[config.mk]
export PLATFORM = sky130hd
export DESIGN_NAME = pipelined_addsub
export DESIGN_NICKNAME = d
export VERILOG_FILES = /design/src/rtl/addsub_pkg.sv /design/src/rtl/addsub_slice.sv /design/src/rtl/pipelined_addsub.sv
export SDC_FILE = /design/constraint.sdc
export NUM_CORES = 1
export LEC_CHECK = 0
export BUFFER_PORTS_ARGS = -buffer_cell sky130_fd_sc_hd__buf_2
export CAP_MARGIN = 20
export CORE_ASPECT_RATIO = 0.6
export CORE_UTILIZATION = 57
export DETAILED_ROUTE_END_ITERATION = 8
export GPL_ROUTABILITY_DRIVEN = 0
export GPL_TIMING_DRIVEN = 0
export PLACE_DENSITY = 0.77
export SETUP_SLACK_MARGIN = 0.2
export SYNTH_ARGS = -nofsm -noshare
export SYNTH_HDL_FRONTEND = slang
export SYNTH_SLANG_ARGS = --single-unit
export TNS_END_PERCENT = 100
[constraint.sdc]
create_clock -name clk -period 14.4 [get_ports clk]
set_input_delay 2.88 -clock clk [delete_from_list [all_inputs] [get_ports clk]]
set_output_delay 2.88 -clock clk [all_outputs]
set_load 0.05 [all_outputs]
[src/rtl/addsub_pkg.sv]
// Shared helpers for the pipelined add/subtract unit: slice geometry, the
// signed-overflow rule and the output flag bundle.
package addsub_pkg;

  function automatic int slice_width(input int width, input int stages);
    return width / stages;
  endfunction

  // LSB index of slice k inside the full-width operand.
  function automatic int slice_range(input int k, input int cw);
    return k * cw;
  endfunction

  function automatic logic signed_overflow(input logic a_msb, input logic b_msb,
                                           input logic s_msb);
    return (a_msb == b_msb) && (s_msb != a_msb);
  endfunction

  typedef struct packed {
    logic cout;
    logic overflow;
    logic zero;
  } flags_t;

endpackage

[src/rtl/addsub_slice.sv]
// One CW-bit slice of the carry chain; sum and carry-out are registered
// together and only update when the pipeline advances.
module addsub_slice #(
  parameter int CW = 8
) (
  input  logic          clk,
  input  logic          rst,
  input  logic          en,
  input  logic [CW-1:0] a_s,
  input  logic [CW-1:0] b_s,
  input  logic          c_in,
  output logic [CW-1:0] s_s,
  output logic          c_out
);

  logic [CW:0]   total_d;
  logic [CW-1:0] s_q;
  logic          c_q;

  assign total_d = {1'b0, a_s} + {1'b0, b_s} + {{CW{1'b0}}, c_in};

  // NOTE: sequential state uses <= so every register samples pre-edge values.
  always_ff @(posedge clk) begin
    if (rst) begin
      s_q <= '0;
      c_q <= 1'b0;
    end else if (en) begin
      s_q <= total_d[CW-1:0];
      c_q <= total_d[CW];
    end
  end

  assign s_s   = s_q;
  assign c_out = c_q;

endmodule

[src/rtl/pipelined_addsub.sv]
// WIDTH-bit add/subtract split into STAGES carry-chained slices with operand
// skew, result deskew and valid/ready flow control. ADDSUB_SAT_EN adds saturation.
module pipelined_addsub
  import addsub_pkg::*;
#(
  parameter int WIDTH  = 32,
  parameter int STAGES = 4,
  parameter int TAG_W  = 4
) (
  input  logic             clk,
  input  logic             rst,
  input  logic             in_valid,
  output logic             in_ready,
  input  logic [WIDTH-1:0] a,
  input  logic [WIDTH-1:0] b,
  input  logic             cin,
  input  logic             sub,
  input  logic [TAG_W-1:0] tag,
`ifdef ADDSUB_SAT_EN
  input  logic             sat,
`endif
  output logic             out_valid,
  input  logic             out_ready,
  output logic [WIDTH-1:0] sum,
  output logic             cout,
  output logic             overflow,
  output logic             zero,
  output logic [TAG_W-1:0] tag_out
);

  localparam int CW = slice_width(WIDTH, STAGES);

  // Per-stage control travelling with each beat; its width follows TAG_W.
  typedef struct packed {
    logic             valid;
    logic             sub;
    logic [TAG_W-1:0] tag;
`ifdef ADDSUB_SAT_EN
    logic             sat;
`endif
  } stage_ctl_t;

  logic              adv;
  stage_ctl_t        ctl_d;
  stage_ctl_t        ctl_q [STAGES];
  stage_ctl_t        ctl_out;
  logic [STAGES-1:0] carry_w;
  logic [CW-1:0]     slice_sum_w [STAGES];
  logic [WIDTH-1:0]  sum_raw;
  logic              msb_a_q;
  logic              msb_b_q;
  logic              b_eff_msb;
  logic              ovf_w;
  logic [WIDTH-1:0]  sum_fin;
  flags_t            flags;

  assign adv      = !out_valid || out_ready;
  assign in_ready = adv && !rst;

  // NOTE: defaulting every always_comb output first keeps the block latch-free.
  always_comb begin
    ctl_d       = '0;
    ctl_d.valid = in_valid && in_ready;
    ctl_d.sub   = sub;
    ctl_d.tag   = tag;
`ifdef ADDSUB_SAT_EN
    ctl_d.sat   = sat;
`endif
  end

  always_ff @(posedge clk) begin
    if (rst) begin
      for (int i = 0; i < STAGES; i++) ctl_q[i] <= '0;
    end else if (adv) begin
      ctl_q[0] <= ctl_d;
      for (int i = 1; i < STAGES; i++) ctl_q[i] <= ctl_q[i-1];
    end
  end

  for (genvar k = 0; k < STAGES; k++) begin : g_slice
    localparam int LSB = slice_range(k, CW);
    localparam int DSK = STAGES - 1 - k;

    logic [CW-1:0] a_op;
    logic [CW-1:0] b_raw;
    logic [CW-1:0] b_op;
    logic          sub_op;
    logic          c_op;

    if (k == 0) begin : g_head
      assign a_op   = a[LSB +: CW];
      assign b_raw  = b[LSB +: CW];
      assign sub_op = sub;
      assign c_op   = cin ^ sub;
    end else begin : g_skew
      logic [CW-1:0] a_sr_q [k];
      logic [CW-1:0] b_sr_q [k];

      // NOTE: skew/deskew registers are cleared too, so a flushed beat leaves no stale data behind.
      always_ff @(posedge clk) begin
        if (rst) begin
          for (int j = 0; j < k; j++) begin
            a_sr_q[j] <= '0;
            b_sr_q[j] <= '0;
          end
        end else if (adv) begin
          a_sr_q[0] <= a[LSB +: CW];
          b_sr_q[0] <= b[LSB +: CW];
          for (int j = 1; j < k; j++) begin
            a_sr_q[j] <= a_sr_q[j-1];
            b_sr_q[j] <= b_sr_q[j-1];
          end
        end
      end

      assign a_op   = a_sr_q[k-1];
      assign b_raw  = b_sr_q[k-1];
      assign sub_op = ctl_q[k-1].sub;
      assign c_op   = carry_w[k-1];
    end

    assign b_op = sub_op ? ~b_raw : b_raw;

    addsub_slice #(.CW(CW)) u_slice (
      .clk   (clk),
      .rst   (rst),
      .en    (adv),
      .a_s   (a_op),
      .b_s   (b_op),
      .c_in  (c_op),
      .s_s   (slice_sum_w[k]),
      .c_out (carry_w[k])
    );

    if (DSK == 0) begin : g_nodsk
      assign sum_raw[LSB +: CW] = slice_sum_w[k];
    end else begin : g_dsk
      logic [CW-1:0] dsk_q [DSK];

      always_ff @(posedge clk) begin
        if (rst) begin
          for (int j = 0; j < DSK; j++) dsk_q[j] <= '0;
        end else if (adv) begin
          dsk_q[0] <= slice_sum_w[k];
          for (int j = 1; j < DSK; j++) dsk_q[j] <= dsk_q[j-1];
        end
      end

      assign sum_raw[LSB +: CW] = dsk_q[DSK-1];
    end

    // Raw b MSB is kept; the output stage re-applies sub to get the effective sign.
    if (k == STAGES - 1) begin : g_msb
      always_ff @(posedge clk) begin
        if (rst) begin
          msb_a_q <= 1'b0;
          msb_b_q <= 1'b0;
        end else if (adv) begin
          msb_a_q <= a_op[CW-1];
          msb_b_q <= b_raw[CW-1];
        end
      end
    end
  end

  assign ctl_out = ctl_q[STAGES-1];

  always_comb begin
    b_eff_msb = msb_b_q ^ ctl_out.sub;
    ovf_w     = signed_overflow(msb_a_q, b_eff_msb, sum_raw[WIDTH-1]);
    sum_fin   = sum_raw;
`ifdef ADDSUB_SAT_EN
    if (ctl_out.sat && ovf_w) begin
      sum_fin = msb_a_q ? {1'b1, {(WIDTH-1){1'b0}}} : {1'b0, {(WIDTH-1){1'b1}}};
    end
`endif
    flags.cout     = carry_w[STAGES-1];
    flags.overflow = ovf_w;
    // Gated by valid so an idle or freshly reset unit does not flag zero.
    flags.zero     = ctl_out.valid && (sum_fin == '0);
  end

  assign out_valid = ctl_out.valid;
  assign tag_out   = ctl_out.tag;
  assign sum       = sum_fin;
  assign cout      = flags.cout;
  assign overflow  = flags.overflow;
  assign zero      = flags.zero;

endmodule

### Word-level counts from Yosys, hierarchy flattened

Memories as Yosys holds them, arrays and structs flattened.
Cells that the tools add are included.

* bits in registers: 38
* bits in writable memories: 168
* input port bits: 74
* output and inout bits: 41
* logic and storage cells: 100
* memories: 10

* add/sub/neg operators: 8
* equality and inequality tests: 2
* mux-type cells: 34
* bitwise logic cells: 25
* reduce and logical (&&, ||, !) cells: 11

Memories
* ctl_q: depth 4, width 6, rd ports 4, clocked after memory_dff 0, wr ports 4, line pipelined_addsub.sv:45 `stage_ctl_t ctl_q [STAGES];`
* g_slice[0].g_dsk.dsk_q: depth 3, width 8, rd ports 3, clocked after memory_dff 0, wr ports 3, line pipelined_addsub.sv:138 `logic [CW-1:0] dsk_q [DSK];`
* g_slice[3].g_skew.a_sr_q: depth 3, width 8, rd ports 3, clocked after memory_dff 0, wr ports 3, line pipelined_addsub.sv:96 `logic [CW-1:0] a_sr_q [k];`
* g_slice[3].g_skew.b_sr_q: depth 3, width 8, rd ports 3, clocked after memory_dff 0, wr ports 3, line pipelined_addsub.sv:97 `logic [CW-1:0] b_sr_q [k];`
* g_slice[1].g_dsk.dsk_q: depth 2, width 8, rd ports 2, clocked after memory_dff 0, wr ports 2, line pipelined_addsub.sv:138
* g_slice[2].g_skew.a_sr_q: depth 2, width 8, rd ports 2, clocked after memory_dff 0, wr ports 2, line pipelined_addsub.sv:96
* +4 memories

Operator list (count)
* 8-bit 2-to-1 mux: 22
* 8-bit by 8-bit adder with 9-bit output: 4
* 9-bit by 1-bit adder with 9-bit output: 4
* 32-bit logical NOT: 1
* 8-bit inverter: 4
* 6-bit 2-to-1 mux: 4
* 8-bit OR reduction: 3
* 1-bit OR: 19
* 1-bit 2-to-1 mux: 8
* 1-bit logical AND: 4
* 1-bit logical NOT: 2
* 1-bit bitwise XOR: 2
* 1-bit == test: 1
* 1-bit logical OR: 1
* 1-bit inequality test: 1

### Longest topological paths before layout

Gate-level depths: netlist (run 1).

* depth after elaboration: 7
* gate-level depth with buffers: 10
* gate-level depth less buffers: 9

### By module

A second synthesis (run 1) with hierarchy kept.

* cells, all modules: 722
* area total of the unflattened synthesis: 9624.2 µm²

By module, submodules not included
* pipelined_addsub: instances 1, cells each 438, area each 6939.2 µm², sequential area each 5084.9 µm²
* addsub_slice at g_slice[0].u_slice ...: instances 3, cells each 69, area each 663.1 µm², sequential area each 180.2 µm²
* addsub_slice at g_slice[3].u_slice: instances 1, cells each 77, area each 695.7 µm², sequential area each 180.2 µm²

### Worst setup path before layout (run 1)

Ideal clock, no wire load.

* kind: input-to-reg
* from: input port out_ready
* to: register g_slice[1].u_slice.c_q
* library setup time: 0.300 ns
* data arrival time: 6.657 ns
* required time: 14.100 ns
* setup slack: 7.442 ns
* cell stages on the path: 4
* path buffers: 0
* cell sequence: nand2b_1 > nor2_1 > inv_1 > o221ai_1

* cells in the longest elaborated chain, start to end: 1

Ends and longest elaborated chain
* start: declaration: line pipelined_addsub.sv:23 `input logic out_ready,`
* 1-bit logical OR: line pipelined_addsub.sv:57 `assign adv = !out_valid || out_ready;`
* end signal: assignment: line addsub_slice.sv:29 `c_q <= total_d[CW];`
* end: declaration: line addsub_slice.sv:18 `logic c_q;`

Every way passes these cells.
A chain may end at the register's enable or synchronous reset.

### Worst setup path after layout (run 1)

* from: input port out_ready
* to: output port in_ready

* cells in the longest elaborated chain, start to end: 2

Ends and longest elaborated chain
* 1-bit logical OR: line pipelined_addsub.sv:57
* 1-bit logical AND: line pipelined_addsub.sv:58 `assign in_ready = adv && !rst;`
* end: declaration: line pipelined_addsub.sv:13 `output logic in_ready,`

Every way passes these cells.

==> results.py, run 1 <==
metrics = {
    "timing": {
        "rsz0062_at_grt": "false",
        "skew_ns": 0.0147,
        "final_hold_viol_count": 0,
        "timing_worst_slew_pin_value_ns": 0.875,
        "min_period_over_period_pct": 47.6,
        "fmax_ghz": 0.146,
        "slew_viol_final": 0,
        "setup_violations": 0,
        "max_slew_margin_pct": 41.4,
        "min_period_ns": 6.86,
        "tns_ns": 0,
    },
    "global_routing": {
        "antenna_found_initial": 0,
        "grt_overflow": 0,
        "grt_pass1_vias": 5447,
        "grt_pass1_wl_um": 27700,
        "grt_usage_pct": 22.1,
        "grt_start_max_net_pins": 91,
    },
    "synthesis": {
        "synth_top_family_by_area": "simple AND/OR/NAND/NOR gates",
        "synthArstFlopShare_pct": 0,
        "synth_top_area_share_pct": 55.7,
        "synth_cells": 685,
        "avgSynthCellArea_um2": 13.2,
        "synth_top_cell_by_area": "edfxtp_1",
        "synth_xor_area_share_pct": 5.32,
        "synth_cell_types": 40,
        "synth_warnings": 0,
        "yosys.area_share.simple_pct": 15.4,
        "synth_fa_ha_area_share_pct": 5.64,
        "synth-edff-count": 168,
        "synth_top_flop_cell": "edfxtp_1",
        "yosysSeqAreaShare_pct": 64.1,
        "synth_compound_area_share_pct": 6.04,
        "syn_area_um2": 9060,
        "synthMuxAreaShare_pct": 0,
        "synthTopCellsByArea": "edfxtp_1 (56%), and2_1 (12%), dfxtp_1 (8.4%)",
        "synth-seq-cells": 206,
        "synth_nets": 795,
    },
    "detailed_routing": {
        "post-route-drc-count": 0,
        "vias": 5483,
        "dr.pass1.iters": 4,
        "drt_iter0_markers": 483,
        "drt-total-wl_um": 17300,
        "routed_via_density": 5.30,
        "ant_nets": 0,
        "wl_per_cell_um": 16.7,
    },
    "clock_tree": {
        "cts_tree": "done",
        "clockBufferDepth": 3,
        "post_cts_buffers": 0,
        "cts.reportedPaths.clkPinSlew_ns": 0.06,
        "hold_buffers": 0,
        "ctsResizeCount": 0,
        "cts_sinks": 206,
        "cts_made_buffers": 19,
        "htreeDepth": 1,
        "cts-root-buf": "clkbuf_16",
        "clock_latency_ns": 0.48,
    },
    "pwr": {
        "power_w": 0.00137,
        "leakage_nw": 4.67,
        "peakVddDrop_mv": 0.0820,
        "power.density_nw_per_um2": 130,
    },
    "placement": {
        "post-dp-hpwl_um": 12400,
        "postPlaceCellArea_um2": 9910,
        "place.port_buffers": 113,
    },
    "floorplan": {
        "core_area_um2": 15400,
        "start_util_pct": 58.8,
        "die_area_um2": 16400,
        "io_pins": 115,
        "fp.dieW_um": 165,
        "die_h_um": 99.6,
        "rows": 35,
    },
    "finish": {
        "multi_input_area_um2": 2930,
        "fill_cells": 1103,
        "nNetsFinal": 930,
        "drive_gt1_share_pct": 19.5,
        "final_common_cell": "and2_1",
        "area_growth_pct": 16.1,
        "final_cell_mix": "and2_1 (171), edfxtp_1 (168), buf_2 (114)",
        "final_area_um2": 10500,
        "antenna_cells": 0,
        "seqCellArea_um2": 5810,
    },
    "setup_path": {
        "critPathRequiredTime_ns": 11.52,
        "endpoint_kind": "primary output",
        "crit_fanout": 10,
        "cp-start-kind": "input pin",
        "critical_path_class": "input pin to primary output",
        "arrival_ns": 3.98,
    },
    "worst_hold_path": {
        "hold_path_class": "register to register",
    },
    "status": {
        "status": "finished, final reports clean",
    },
    "flow_run": {
        "maxCapViolCount": 0,
    },
}
[final cells by class]
| class | instances | share of cell area (%) |
|---|---|---|
| Buffer | 49 | 2.48 |
| Clock buffer | 29 | 5.07 |
| Clock inverter | 4 | 0.690 |
| Inverter | 15 | 0.583 |
| Multi-Input combinational cell | 415 | 27.9 |
| Sequential cell | 206 | 55.2 |
| Tap cell | 203 | 2.42 |
| Timing Repair Buffer | 114 | 5.64 |
[cell usage after synthesis (all sizes together), types with 6 or more instances]
cell type / n
xnor2: 12
o21ai: 32
fa: 8
nor2: 7
nor4: 6
buf: 21
a21oi: 18
inv: 15
clkbuf: 28
ha: 28
xor2: 43
edfxtp: 168
a22o: 7
a311oi: 6
dfxtp: 38
nand2: 33
and2: 171
a21o: 6
[path summary, 6_finish.rpt]
check                           cells past startpoint                 startpoint  slack [ns]                         to
worst max-delay path                                6                  out_ready        7.54                   in_ready
worst min-delay path                                2  g_slice[1].u_slice.s_s[7]        0.45  g_slice[1].u_slice.s_s[7]
worst max register to register                      9                ctl_q[0][4]       11.46  g_slice[1].u_slice.s_s[6]
worst min register to register                      2  g_slice[1].u_slice.s_s[7]        0.45  g_slice[1].u_slice.s_s[7]
[power breakdown]
| group | internal (W) | switching (W) | leakage [nW] |
|---|---|---|---|
| Clock | 0.000291 | 0.000203 | 0.292 |
| Combinational | 0.0000657 | 0.0000991 | 2.07 |
| Sequential | 0.000688 | 0.0000180 | 2.31 |
| Total | 0.00105 | 0.000320 | 4.67 |
[cells by family after synthesis]
logic type / after synthesis
AO/OA/AOI/OAI: 86
XOR/XNOR: 55
adder cells (fa/ha/maj): 36
buffers and inverters: 64
flip-flops: 206
AND/OR/NAND/NOR: 238
[stage by stage]
step | util [%] | cells | setup slack (ns) | hold WS [ns]
detailed placement | 64.3 | 1002 | 7.54 | 0.438
finish | 68.2 | 1035 | 7.54 | 0.449
global placement | 64.1 | 1001 | 6.19 | 0.425
floorplan | - | 685 | 7.44 | 0.417
CTS | 68.2 | 1035 | 7.53 | 0.453
global route | 68.2 | 1035 | 7.45 | 0.478
[critical path, cell delays in order]
cell and delay, ns:
buf_2 0.09, nand2b_1 0.12, nand2b_1 0.11, inv_2 0.16
clkbuf_1 0.29, buf_2 0.33
[state kept, by name, indices dropped and copies added, names as in the netlist]
name	flops
msb_b_q	1
g_slice.g_dsk.dsk_q	48
g_slice.u_slice.c_out	4
msb_a_q	1
g_slice.u_slice.s_s	32
g_slice.g_skew.b_sr_q	48
ctl_q	24
g_slice.g_skew.a_sr_q	48
[per-layer routing]
layer | global-route usage, % | wire (um) | vias up
li1 | - | - | 2642
met1 | 32.3 | 8130 | 2636
met4 | 3.95 | 215 | 0
met2 | 35.3 | 7820 | 185
met5 | 0 | 0 | -
met3 | 3.79 | 1090 | 20
Note: power is estimated with default switching activity, not from simulation.
==> run 2: changes to the inputs <==
CORE_UTILIZATION = 52   (was 57)
PLACE_DENSITY = 0.74   (was 0.77)
clock period = 5.9 ns   (was 14.4 ns; I/O delays follow)
==> run 2 against run 1 <==
Clock skew shrank 0.0023 ns. Sequential cell count is the same. First-iteration DRC count shrank 32%. Register-to-register slack lost 8.4 ns. Global-route usage shrank 1.8 points. Cell area grew 1.1%. Final cell count grew 2.8%. Via count shrank 0.18%. Count of clock-buffer cells in the layout is the same. Combinational power grew 140%. Clock power grew to 2.7 times the previous value. Sequential share of layout area shrank 0.60 points. Largest cell class unchanged. Highest routed layer unchanged.
==> results.py, run 2 (synthesized netlist as in run 1, its figures left out) <==
metrics = {
    "setup_path": {
        "rr_startpoint": "ctl_q[1][4]",
        "cp-endpoint": "g_slice[0].u_slice.c_out",
        "crit_chain": "clkbuf_1 > xor2_1 > fa_1 > fa_1 > a21o_1 > a221oi_1 > o21bai_1 > a21oi_1 > o22ai_1",
        "worst_path_most_repeated_cell": "fa_1",
        "critical_path_class": "input pin to register",
        "slowest_stage": "clkbuf_1",
        "cp-start-kind": "input pin",
        "reg2reg_depth": 10,
        "arrival_ns": 3.95,
        "r2r_slack_ns": 3.06,
        "endpoint_kind": "register",
        "cpPeakStageDelay_ns": 0.53,
        "startpoint": "sub",
        "crit_fanout": 10,
        "critPathRequiredTime_ns": 6.25,
        "r2r-end": "g_slice[2].u_slice.c_out",
    },
    "floorplan": {
        "io_pins": 115,
        "core_area_um2": 16600,
        "rows": 36,
        "die_h_um": 104,
        "fp.dieW_um": 172,
        "die_area_um2": 18000,
        "start_util_pct": 54.5,
    },
    "global_routing": {
        "grt_start_max_net_pins": 92,
        "grt_usage_pct": 20.3,
        "grt_pass1_wl_um": 27800,
        "grt_pass1_vias": 5258,
        "grt_overflow": 0,
        "antenna_found_initial": 0,
    },
    "finish": {
        "fill_cells": 1256,
        "fin_cells": 1064,
        "final_common_cell": "and2_1",
        "nNetsFinal": 931,
        "top_regs": "g_slice.g_dsk.dsk_q (48), g_slice.g_skew.a_sr_q (48), g_slice.g_skew.b_sr_q (48)",
        "area_growth_pct": 17.4,
        "final_cell_mix": "and2_1 (171), edfxtp_1 (168), buf_2 (114)",
        "drive_gt1_share_pct": 20.1,
        "seqCellArea_um2": 5810,
        "multi_input_area_um2": 2930,
    },
    "timing": {
        "setup_violations": 0,
        "min_period_ns": 3.61,
        "final_hold_viol_count": 0,
        "layout_setup_ws_ns": 2.29,
        "holdWs_ns": 0.448,
        "max_slew_margin_pct": 41.2,
        "slew_viol_final": 0,
        "timing_worst_slew_pin_value_ns": 0.879,
        "min_period_over_period_pct": 61.1,
        "rsz0062_at_grt": "false",
        "fmax_ghz": 0.277,
        "skew_ns": 0.0125,
    },
    "worst_hold_path": {
        "hold_path_class": "register to register",
    },
    "detailed_routing": {
        "ant_nets": 0,
        "post-route-drc-count": 0,
        "vias": 5473,
        "wl_per_cell_um": 16.6,
        "drt-total-wl_um": 17600,
        "drt_iter0_markers": 330,
        "routed_via_density": 5.14,
        "dr.pass1.iters": 5,
    },
    "pwr": {
        "power.density_nw_per_um2": 325,
        "peakVddDrop_mv": 0.190,
        "leakage_nw": 4.71,
    },
    "clock_tree": {
        "htreeDepth": 1,
        "cts_tree": "done",
        "cts-root-buf": "clkbuf_16",
        "ctsResizeCount": 0,
        "post_cts_buffers": 0,
        "cts_made_buffers": 20,
        "cts.reportedPaths.clkPinSlew_ns": 0.07,
        "cts_sinks": 206,
        "clock_latency_ns": 0.50,
        "hold_buffers": 0,
        "clockBufferDepth": 3,
    },
    "status": {
        "status": "finished, final reports clean",
    },
    "placement": {
        "place.port_buffers": 113,
        "dp_cells": 1027,
        "dp_slack_ns": 1.78,
        "post-dp-hpwl_um": 12600,
    },
    "flow_run": {
        "maxCapViolCount": 0,
    },
}
[run 2: changes by cell type in the layout (fill, tap and decap cells not counted), sizes merged]
| cell | before | now |
|---|---|---|
| clkinv | 2 | 4 |
| clkinvlp | 0 | 1 |
| diode | 0 | 1 |
[run 2: final cells by class]
cell class	count	area share, %
Clock inverter	7	0.871
Clock buffer	29	5.60
Timing Repair Buffer	114	5.58
Tap cell	228	2.68
Sequential cell	206	54.6
Antenna cell	1	0.0235
Inverter	15	0.577
Buffer	49	2.45
Multi-Input combinational cell	415	27.6
[run 2: power by group]
| part | total, W | internal, W | switching, W |
|---|---|---|---|
| Combinational | 0.000402 | 0.000160 | 0.000242 |
| Clock | 0.00133 | 0.000792 | 0.000534 |
| Sequential | 0.00172 | 0.00168 | 0.0000427 |
| Total | 0.00345 | 0.00263 | 0.000819 |
[run 2: critical path: cells and delay by family]
family                   cells  cell delay [ns]
adder cells (fa/ha/maj)      2             0.90
XOR/XNOR                     1             0.18
AO/OA/AOI/OAI                5             1.15
buffers and inverters        1             0.53
[run 2: worst min-delay path by stage]
| stage | startpoint | cells after the start | end | slack [ns] |
|---|---|---|---|---|
| floorplan | g_slice[0].u_slice.s_s[2] | 2 | g_slice[0].u_slice.s_s[2] | 0.42 |
| global placement | g_slice[1].u_slice.s_s[7] | 2 | g_slice[1].u_slice.s_s[7] | 0.42 |
| detailed placement | g_slice[1].u_slice.s_s[7] | 2 | g_slice[1].u_slice.s_s[7] | 0.43 |
| CTS | g_slice[1].u_slice.s_s[7] | 2 | g_slice[1].u_slice.s_s[7] | 0.45 |
| global route | g_slice[2].u_slice.s_s[5] | 2 | g_slice[2].u_slice.s_s[5] | 0.48 |
| finish | g_slice[1].u_slice.s_s[7] | 2 | g_slice[1].u_slice.s_s[7] | 0.45 |
[run 2: metrics by stage]
step / TNS, ns / util [%] / total power [W] / cell area, um2
4_1_cts: 0 / 63.9 / 0.00346 / 10600
6_report: 0 / 64.0 / 0.00345 / 10600
3_3_place_gp: -93.85 / 59.6 / 0.00213 / 9910
2_1_floorplan: 0 / - / 0.00203 / 9060
5_1_grt: 0 / 63.9 / 0.00357 / 10600
3_5_place_dp: 0 / 59.8 / 0.00215 / 9940
[run 2: metal layers]
metal | vias to the layer above | GRT usage (%) | part of all wire (%)
met5 | - | 0 | 0
met3 | 30 | 3.77 | 5.7
met4 | 0 | 4.74 | 1.9
met1 | 2618 | 30.5 | 48
met2 | 172 | 30.6 | 45
li1 | 2653 | - | -
==> run 3: changes to the inputs <==
CORE_UTILIZATION = 57   (was 52)
PLACE_DENSITY = 0.77   (was 0.74)
clock period = 3.7 ns   (was 5.9 ns; I/O delays follow)
==> run 3 against run 2 <==
Combinational power is 59% higher. Clock power increased by 50%. Hold slack got worse by 0.0010 ns. Register-to-register slack got worse by 2.3 ns. Sequential cell count unchanged. Largest power group unchanged. First-iteration DRC count is 47% higher. Non-clock buffer count up 3. Total power increased by 56%. Final cell count is 2.4% lower. Die area down 8.6%. Largest cell class unchanged. Cell area is 0.21% lower. Sequential share of layout area rose by 0.12 points.
==> results.py, run 3 (synthesized netlist as in run 1, its figures left out) <==
metrics = {
    "floorplan": {
        "die_h_um": 99.6,
        "io_pins": 115,
        "core_area_um2": 15400,
        "die_area_um2": 16400,
        "start_util_pct": 58.8,
        "rows": 35,
        "fp.dieW_um": 165,
    },
    "finish": {
        "area_growth_pct": 17.1,
        "post-route-util_pct": 68.8,
        "antenna_cells": 0,
        "fill_cells": 1080,
        "nNetsFinal": 933,
        "final_common_cell": "and2_1",
        "top_regs": "g_slice.g_dsk.dsk_q (48), g_slice.g_skew.a_sr_q (48), g_slice.g_skew.b_sr_q (48)",
        "drive_gt1_share_pct": 20.0,
        "final_cell_mix": "and2_1 (171), edfxtp_1 (168), buf_2 (114)",
    },
    "global_routing": {
        "grt_usage_pct": 21.6,
        "grt_pass1_vias": 5368,
        "grt_pass1_wl_um": 27000,
        "grt_start_max_net_pins": 49,
        "grt_overflow": 0,
        "antenna_found_initial": 0,
    },
    "pwr": {
        "power.share.sequential_pct": 51.0,
        "leakage_nw": 4.72,
        "netSwitchingPower_w": 0.00125,
        "pwr-share-comb_pct": 11.9,
        "peakVddDrop_mv": 0.373,
        "swShare_pct": 23.3,
        "p_int_w": 0.00413,
        "power.density_nw_per_um2": 508,
        "power_frac_clock_pct": 37.1,
    },
    "timing": {
        "setup_violations": 0,
        "slew_viol_final": 0,
        "skew_ns": 0.0118,
        "tns_ns": 0,
        "min_period_over_period_pct": 83.9,
        "min_period_ns": 3.10,
        "max_slew_margin_pct": 51.8,
        "rsz0062_at_grt": "false",
        "timing_worst_slew_pin_value_ns": 0.722,
        "fmax_ghz": 0.322,
        "final_hold_viol_count": 0,
    },
    "detailed_routing": {
        "vias": 5515,
        "post-route-drc-count": 0,
        "routed_via_density": 5.31,
        "drt-total-wl_um": 17300,
        "dr.pass1.iters": 7,
        "ant_nets": 0,
        "topRoutingLayerUsed": "met4",
        "drt_iter0_markers": 484,
        "wl_met2_um": 7690,
        "wl_met1_um": 8050,
        "wl_per_cell_um": 16.7,
        "met3_length_um": 1260,
    },
    "setup_path": {
        "r2r-end": "g_slice[1].u_slice.s_s[6]",
        "critPathRequiredTime_ns": 4.04,
        "crit_fanout": 10,
        "reg2reg_depth": 9,
        "r2r_slack_ns": 0.81,
        "cp-start-kind": "input pin",
        "arrival_ns": 3.44,
        "endpoint_kind": "register",
        "rr_startpoint": "ctl_q[0][4]",
        "critical_path_class": "input pin to register",
    },
    "worst_hold_path": {
        "hold_path_depth": 2,
        "hold_path_class": "register to register",
        "whs_endpoint": "g_slice[0].u_slice.s_s[2]",
        "min_from": "g_slice[0].u_slice.s_s[2]",
    },
    "clock_tree": {
        "hold_buffers": 0,
        "clockBufferDepth": 3,
        "cts-root-buf": "clkbuf_16",
        "ctsResizeCount": 0,
        "cts_tree": "done",
        "cts_made_buffers": 19,
        "cts.reportedPaths.clkPinSlew_ns": 0.06,
        "post_cts_buffers": 0,
        "cts_sinks": 206,
        "htreeDepth": 1,
        "clock_latency_ns": 0.49,
    },
    "placement": {
        "place.port_buffers": 113,
        "post-dp-hpwl_um": 12600,
    },
    "flow_run": {
        "maxCapViolCount": 0,
    },
    "status": {
        "status": "finished, final reports clean",
    },
}
-- run 3: worst max-delay path: stages --
cell      delay [ns]
clkbuf_1        0.53
xor2_1          0.20
fa_1            0.47
fa_1            0.42
a21o_1          0.22
a221oi_1        0.39
o21bai_1        0.13
a21oi_1         0.23
o22ai_1         0.11
-- run 3: power groups by stage --
stage	sequential (W)	combinational, W	clock, W
floorplan	0.00283	0.000404	0
finish	0.00275	0.000641	0.00200
CTS	0.00275	0.000641	0.00204
global placement	0.00279	0.000610	0
detailed placement	0.00280	0.000639	0
global route	0.00276	0.000701	0.00212
-- run 3: through the flow --
step	instances	instance area, um2	worst slack, ns	hold slack (ns)	power (W)
after floorplan	685	9070	-0.342	0.417	0.00323
after global placement	1001	9890	-1.41	0.425	0.00340
after detailed placement	1005	9970	0.0826	0.436	0.00344
after CTS	1038	10600	0.586	0.451	0.00543
after global routing	1038	10600	0.418	0.469	0.00558
final	1038	10600	0.596	0.447	0.00539
-- run 3: layer usage --
| metal | up-vias | GRT usage [%] |
|---|---|---|
| met5 | - | 0 |
| met2 | 207 | 33.5 |
| li1 | 2654 | - |
| met3 | 30 | 4.30 |
| met1 | 2624 | 31.5 |
| met4 | 0 | 4.87 |
-- run 3: worst max-delay path by stage --
stage,startpoint,end,slack [ns],cells past startpoint
CTS,sub,g_slice[0].u_slice.c_out,0.59,9
detailed placement,sub,g_slice[0].u_slice.c_out,0.08,9
floorplan,out_ready,ctl_q[0][0],-0.34,3
global route,sub,g_slice[0].u_slice.c_out,0.42,9
finish,sub,g_slice[0].u_slice.c_out,0.60,9
global placement,out_ready,g_slice[2].g_dsk.dsk_q[0][2],-1.41,4
-- run 3: final cells by class --
class,count,area (um2),share of cell area [%]
multi-input combinational,415,2950,27.8
inverter,15,60.1,0.566
timing repair buffer,117,646,6.09
sequential,206,5810,54.7
buffer,49,260,2.45
clock inverter,7,110,1.04
tap,203,254,2.39
clock buffer,26,523,4.93
